`config.mk`:
```
export PLATFORM = sky130hd
export DESIGN_NAME = cosim_sync_fifo
export DESIGN_NICKNAME = d
export VERILOG_FILES = /design/src/rtl/cosim_constants_pkg.sv /design/src/rtl/cosim_sync_fifo.sv
export SDC_FILE = /design/constraint.sdc
export NUM_CORES = 1
export LEC_CHECK = 0
export BUFFER_PORTS_ARGS = -buffer_cell sky130_fd_sc_hd__buf_4
export CAP_MARGIN = 15
export CORE_AREA = 10 10 309 311
export DETAILED_ROUTE_END_ITERATION = 12
export DIE_AREA = 0 0 319 321
export GPL_TIMING_DRIVEN = 0
export PLACE_DENSITY_LB_ADDON = 0.05
export SLEW_MARGIN = 25
export SYNTH_ARGS = -nofsm -noshare
export SYNTH_HDL_FRONTEND = slang
export SYNTH_SLANG_ARGS = --single-unit
```
`constraint.sdc`:
```
create_clock -name clk_i -period 12.1 [get_ports clk_i]
set_input_delay 0 -clock clk_i [delete_from_list [all_inputs] [get_ports clk_i]]
set_output_delay 0 -clock clk_i [all_outputs]
set_load 0.05 [all_outputs]
```
`src/rtl/cosim_constants_pkg.sv`:
```
// cosim_constants_pkg: shared widths, the buffered reg-write item and checker states
package cosim_constants_pkg;
    localparam int REG_ID_W  = 16;
    localparam int REGNO_LSB = 4;
    localparam int ITEM_XLEN = 64;

    typedef struct packed {
        logic [REG_ID_W-1:0]  id;
        logic [ITEM_XLEN-1:0] data;
    } reg_write_item_t;

    typedef enum logic {RUN, ERROR} chk_state_e;
endpackage

```
`src/rtl/cosim_sync_fifo.sv`:
```
// cosim_sync_fifo: synchronous FIFO of reg-write items with level, flush and head peek
module cosim_sync_fifo import cosim_constants_pkg::*; #(
    parameter int DEPTH = 16
) (
    input  logic                   clk_i,
    input  logic                   rst_i,
    input  logic                   flush_i,
    input  logic                   push_i,
    input  logic                   pop_i,
    input  reg_write_item_t        din_i,
    output logic                   full_o,
    output logic                   empty_o,
    output logic [$clog2(DEPTH):0] level_o,
    output reg_write_item_t        head_o
);
    localparam int AW = $clog2(DEPTH);

    reg_write_item_t r_mem [DEPTH];
    logic [AW-1:0]   r_wp;
    logic [AW-1:0]   r_rp;
    logic [AW:0]     r_level;
    logic            w_push;
    logic            w_pop;

    assign w_push  = push_i & ~full_o;
    assign w_pop   = pop_i & ~empty_o;
    assign full_o  = r_level == (AW+1)'(DEPTH);
    assign empty_o = r_level == '0;
    assign level_o = r_level;
    assign head_o  = r_mem[r_rp];

    // Pointers wrap naturally since DEPTH is a power of two; flush behaves like reset
    always_ff @(posedge clk_i) begin
        if (rst_i | flush_i) begin
            r_wp    <= '0;
            r_rp    <= '0;
            r_level <= '0;
        end else begin
            if (w_push) r_wp <= r_wp + 1'b1;
            if (w_pop) r_rp <= r_rp + 1'b1;
            r_level <= r_level + (AW+1)'(w_push) - (AW+1)'(w_pop);
        end
    end

    // Storage needs no reset: only slots between the pointers are ever read as valid
    always_ff @(posedge clk_i) begin
        if (w_push) r_mem[r_wp] <= din_i;
    end
endmodule

```
# --- Yosys cells after proc, flatten, opt, wreduce, memory -nomap -nowiden ---
# Memories as Yosys holds them, arrays and structs flattened. A register that Yosys moved wholly into a read port is not among the register bits.
# Index checks and enable logic that the tools add are counted.
op_classes:
  n_addsub: 4
  eq_ne: 1
  mux: 4
  bitwise_logic: 5
  n_reduce_logical: 1
op_table:
  columns: ["op", "count"]
  rows:
  - ["4-bit by 1-bit adder with 4-bit output, second input constant", 2]
  - ["4-bit 2-to-1 mux", 2]
  - ["5-bit by 1-bit adder with 5-bit output", 1]
  - ["5-bit == test, second input constant", 1]
  - ["5-bit zero test", 1]
  - ["5-bit by 1-bit subtractor with 5-bit output", 1]
  - ["1-bit AND", 2]
  - ["1-bit 2-to-1 mux", 2]
  - ["1-bit NOT", 2]
  - ["1-bit OR", 1]
word_totals:
  reg_bits: 13
  mem_bits_rw: 1280
  in_bits: 85
  out_inout_bits: 87
  elab_cells: 19
  n_memories: 1
memory_table:
  columns: ["memory", "depth", "word_bits", "rd", "rd_ports_with_merged_regs", "wr", "line", "source"]
  rows:
  - ["r_mem", 16, 80, 1, 1, 1, "cosim_sync_fifo.sv:18", "reg_write_item_t r_mem [DEPTH];"]

# --- Depth between registers and ports, before layout ---
depth:
  word_depth: 5
  mapped_depth: 13
  ltp_nobuf: 13

# --- Least setup slack after synthesis ---
# No wires, ideal clock.
synth_path:
  kind: "reg2reg"
  from: "reg r_level[2] (netlist: level_o[2])"
  to: "mem r_mem[0][0] in the netlist's numbering, enable pin"
  t_arrival_ps: 8966
  t_required_ps: 11384
  slack_ps: 2419
  stages_incl_launch_ff: 6
  synth_period_minus_slack_ps: 9681
  cell_sequence: "dfxtp_1 inv_1 ha_1 nand4bb_1 nand2_1 nor4_1"
synth_between:
  elab_chain_cells: 5
synth_rtl:
  columns: ["item", "line", "source"]
  rows:
  - ["from (decl)", "cosim_sync_fifo.sv:21", "logic [AW:0] r_level;"]
  - ["from (signal assigned)", "cosim_sync_fifo.sv:41", "r_level <= r_level + (AW+1)'(w_push) - (AW+1)'(w_pop);"]
  - ["5-bit == test", "cosim_sync_fifo.sv:27", "assign full_o = r_level == (AW+1)'(DEPTH);"]
  - ["1-bit NOT", "cosim_sync_fifo.sv:25", "assign w_push = push_i & ~full_o;"]
  - ["1-bit AND", "cosim_sync_fifo.sv:25", null]
  - ["1-bit 2-to-1 mux", "cosim_sync_fifo.sv:47", "if (w_push) r_mem[r_wp] <= din_i;"]
  - ["1-bit 2-to-1 mux (not written as such)", "cosim_sync_fifo.sv:47", null]
  - ["to (decl)", "cosim_sync_fifo.sv:18", null]
# No other way between the ends.

# --- Worst setup path after layout ---
layout_path:
  from: "reg r_level[3] (netlist: level_o[3])"
  to: "mem r_mem[0][32] in the netlist's numbering, enable pin"
# Same word-level chain as after synthesis.

==> impl_metrics.ini <==
[cells_and_area]
area_delta_synth_final_pct = 18.7
drive_above_1_share_pct = 31.5
fin_util_pct = 64.6
nNetsFinal = 2670
fillers = 5894
instances_no_fill = 3849
insertedDiodeCount = 0

[critical_path]
reg2reg_to = r_mem[0][32]
crit_buf_inv = 10
rr_worst_depth = 14
startpoint = level_o[3]
crit_arrival_ns = 4.40
path_max_fanout = 9
cpMaxStageDelayCell = nor4_2
cpPeakStageDelay_ns = 0.44
crit_family = buffers and inverters
critPathKind = reg2reg
r2r_slack_ns = 8.12
crit_chain = inv_1 > ha_1 > nand4bb_1 > nand2_1 > nor4_2 > buf_2 > buf_2 > buf_4 > buf_2 > buf_2 > buf_2 > buf_4 > buf_2 > buf_2
crit_path_end_kind = register
crit_path_start_kind = register
crit_path_frequent_cell = buf_2
timing.critical_path.to = r_mem[0][32]
critPathRequiredTime_ns = 12.52
r2r-start = level_o[3]
cp_num_cells = 14

[placement]
dp_hpwl_um = 70300
port_buffers = 171
place_inst = 3526
gp_congestion = 0.728

[sta]
fin_crit_sh_pct = 32.9
hold_slack_ns = 0.121
finClkSkew_ns = 0.0169
fmax_mhz = 251
tightest_slew_ns = 1.06
setup_viol = 0
min_period_ns = 3.98
final-max-slew-violation-count = 0
final_hold_viol_count = 0
rsz0062_at_grt = false
relSlewSlack_pct = 29.1

[worst_hold_path]
hold_class = in2reg
hp-start = din_i[67]
hold_depth = 2

[grt]
grt_overflow = 0
antenna_found_initial = 5
first_global_vias = 24900
grt_pass1_wl_um = 167000
grt_usage_pct = 22.5
grt_max_degree = 34

[clock_network]
cts_hold_buffers = 86
cts.path.max_buffers = 3
cts-root-buf = clkbuf_16
numCtsBuffers = 135
clk_latency_ns = 0.72
cts_tree = yes
htreeDepth = 4
postCtsResizedCells = 0
clk_pin_slew_ns = 0.06
cts_setup_buffers = 0
clock-sinks = 1297

[floorplan]
core.rowCount = 110
core_um2 = 89300
dieArea_um2 = 102000
start_util_pct = 54.5
fp.dieH_um = 321
chipWidth_um = 319
io_pins = 172

[logic_synthesis]
syn-num-nets = 2160
synth.ff_latch_count = 1297
synth_top_cell_area_share_pct = 79.0
synth-edff-count = 1280
synthTopCellsByArea = edfxtp_1 (79%), mux4_2 (15%), a22oi_1 (2.5%)
synthTopCellsByCount = edfxtp_1 (1280), mux4_2 (320), a22oi_1 (160)
yosys_warnings = 0
seq_area_frac_synth_pct = 79.7
synth_flop_cell = edfxtp_1
synth_cells = 2063
synth.most_common_cell = edfxtp_1
synth_top_area_cell = edfxtp_1
syn_area_per_cell_um2 = 23.6
postSynth.asyncResetShare_pct = 0
syn-cell-area_um2 = 48700
ys_types = 31

[route]
vias = 23500
wl_per_cell_um = 29.6
antenna_left = 0
drc_errors = 0
drtIter0Drc = 2485
wl_um = 114000
firstDrtPassIters = 5
viasPerCell = 6.10

[pwr]
power_leakage_nw = 18.4
p_per_area_nw_per_um2 = 175
peakVddDrop_uv = 149
power_mw = 10.1

[status]
status = finished clean

[run]
drv_cap = 0
[logic make-up after synthesis]
| kind of cell | count (synthesis) | synth area share [%] |
|---|---|---|
| buffers and inverters | 127 | 1.31 |
| adders and majority gates | 12 | 0.324 |
| xor gates and xnor gates | 9 | 0.162 |
| AOI/OAI and AO/OA | 167 | 2.55 |
| DFF | 1297 | 79.7 |
| muxes | 320 | 14.8 |
| and+or+nand+nor | 131 | 1.17 |
[registers in the layout (all words and copies together) (netlist names), named ones only]
name / cells
r_wp: 4
r_rp: 4
level_o: 5
r_mem: 1280
[how the worst min path moves through the flow]
stage | slack (ns) | end
after floorplan | 0.1 | r_mem[0][0]
after global placement | 0.28 | r_mem[0][45]
after detailed placement | 0.30 | r_mem[0][22]
after CTS | 0.07 | r_mem[5][6]
after global routing | 0.13 | r_mem[6][67]
final | 0.12 | r_mem[9][67]
[cell type report]
| class | instances | area [um^2] | share of cell area [%] |
|---|---|---|---|
| plain buffers | 111 | 576 | 0.997 |
| clock buffers | 181 | 3680 | 6.37 |
| clock inverters | 56 | 337 | 0.583 |
| inverters | 16 | 60.1 | 0.104 |
| multi-input cells | 639 | 9330 | 16.2 |
| flip-flops and latches | 1297 | 38800 | 67.2 |
| well taps | 1176 | 1470 | 2.55 |
| repair buffers | 373 | 3520 | 6.09 |
[metal layers]
metal | up-vias | track usage (%) | wire (um)
li1 | 9866 | - | -
met1 | 12500 | 30.7 | 46300
met2 | 941 | 36.6 | 56500
met3 | 181 | 5.00 | 8560
met4 | 8 | 6.35 | 2610
met5 | - | 0 | 49
[power breakdown]
group | total [mW] | internal (mW) | leakage [nW] | switching, mW
logic | 1.27 | 0.520 | 4.79 | 0.753
registers | 5.03 | 5.01 | 11.7 | 0.0193
clock network | 3.80 | 2.19 | 1.96 | 1.62
[cell usage in the layout (no fill, tap or decap), types with 17 or more instances in the layout]
master         synthesis  final
a22oi_1              160    160
buf_1                 21     21
buf_16                 0     26
buf_2                 31     94
buf_4                  6    192
clkbuf_1              40     80
clkbuf_16              0    141
clkinv_1               0     30
clkinv_2               0     18
dfxtp_1               17     17
dlygate4sd3_1          0     86
edfxtp_1            1280   1280
mux4_2               320    320
nand2_1               84     84
[per-stage QoR]
stage / area [um^2] / setup TNS [ns] / setup slack, ns
floorplan: 48700 / 0 / 2.42
global placement: 51400 / -2400.32 / -7.82
detailed placement: 52900 / 0 / 8.11
CTS: 57700 / 0 / 8.08
global route: 57700 / 0 / 7.93
finish: 57700 / 0 / 8.12
(Power assumes the default switching activity.)
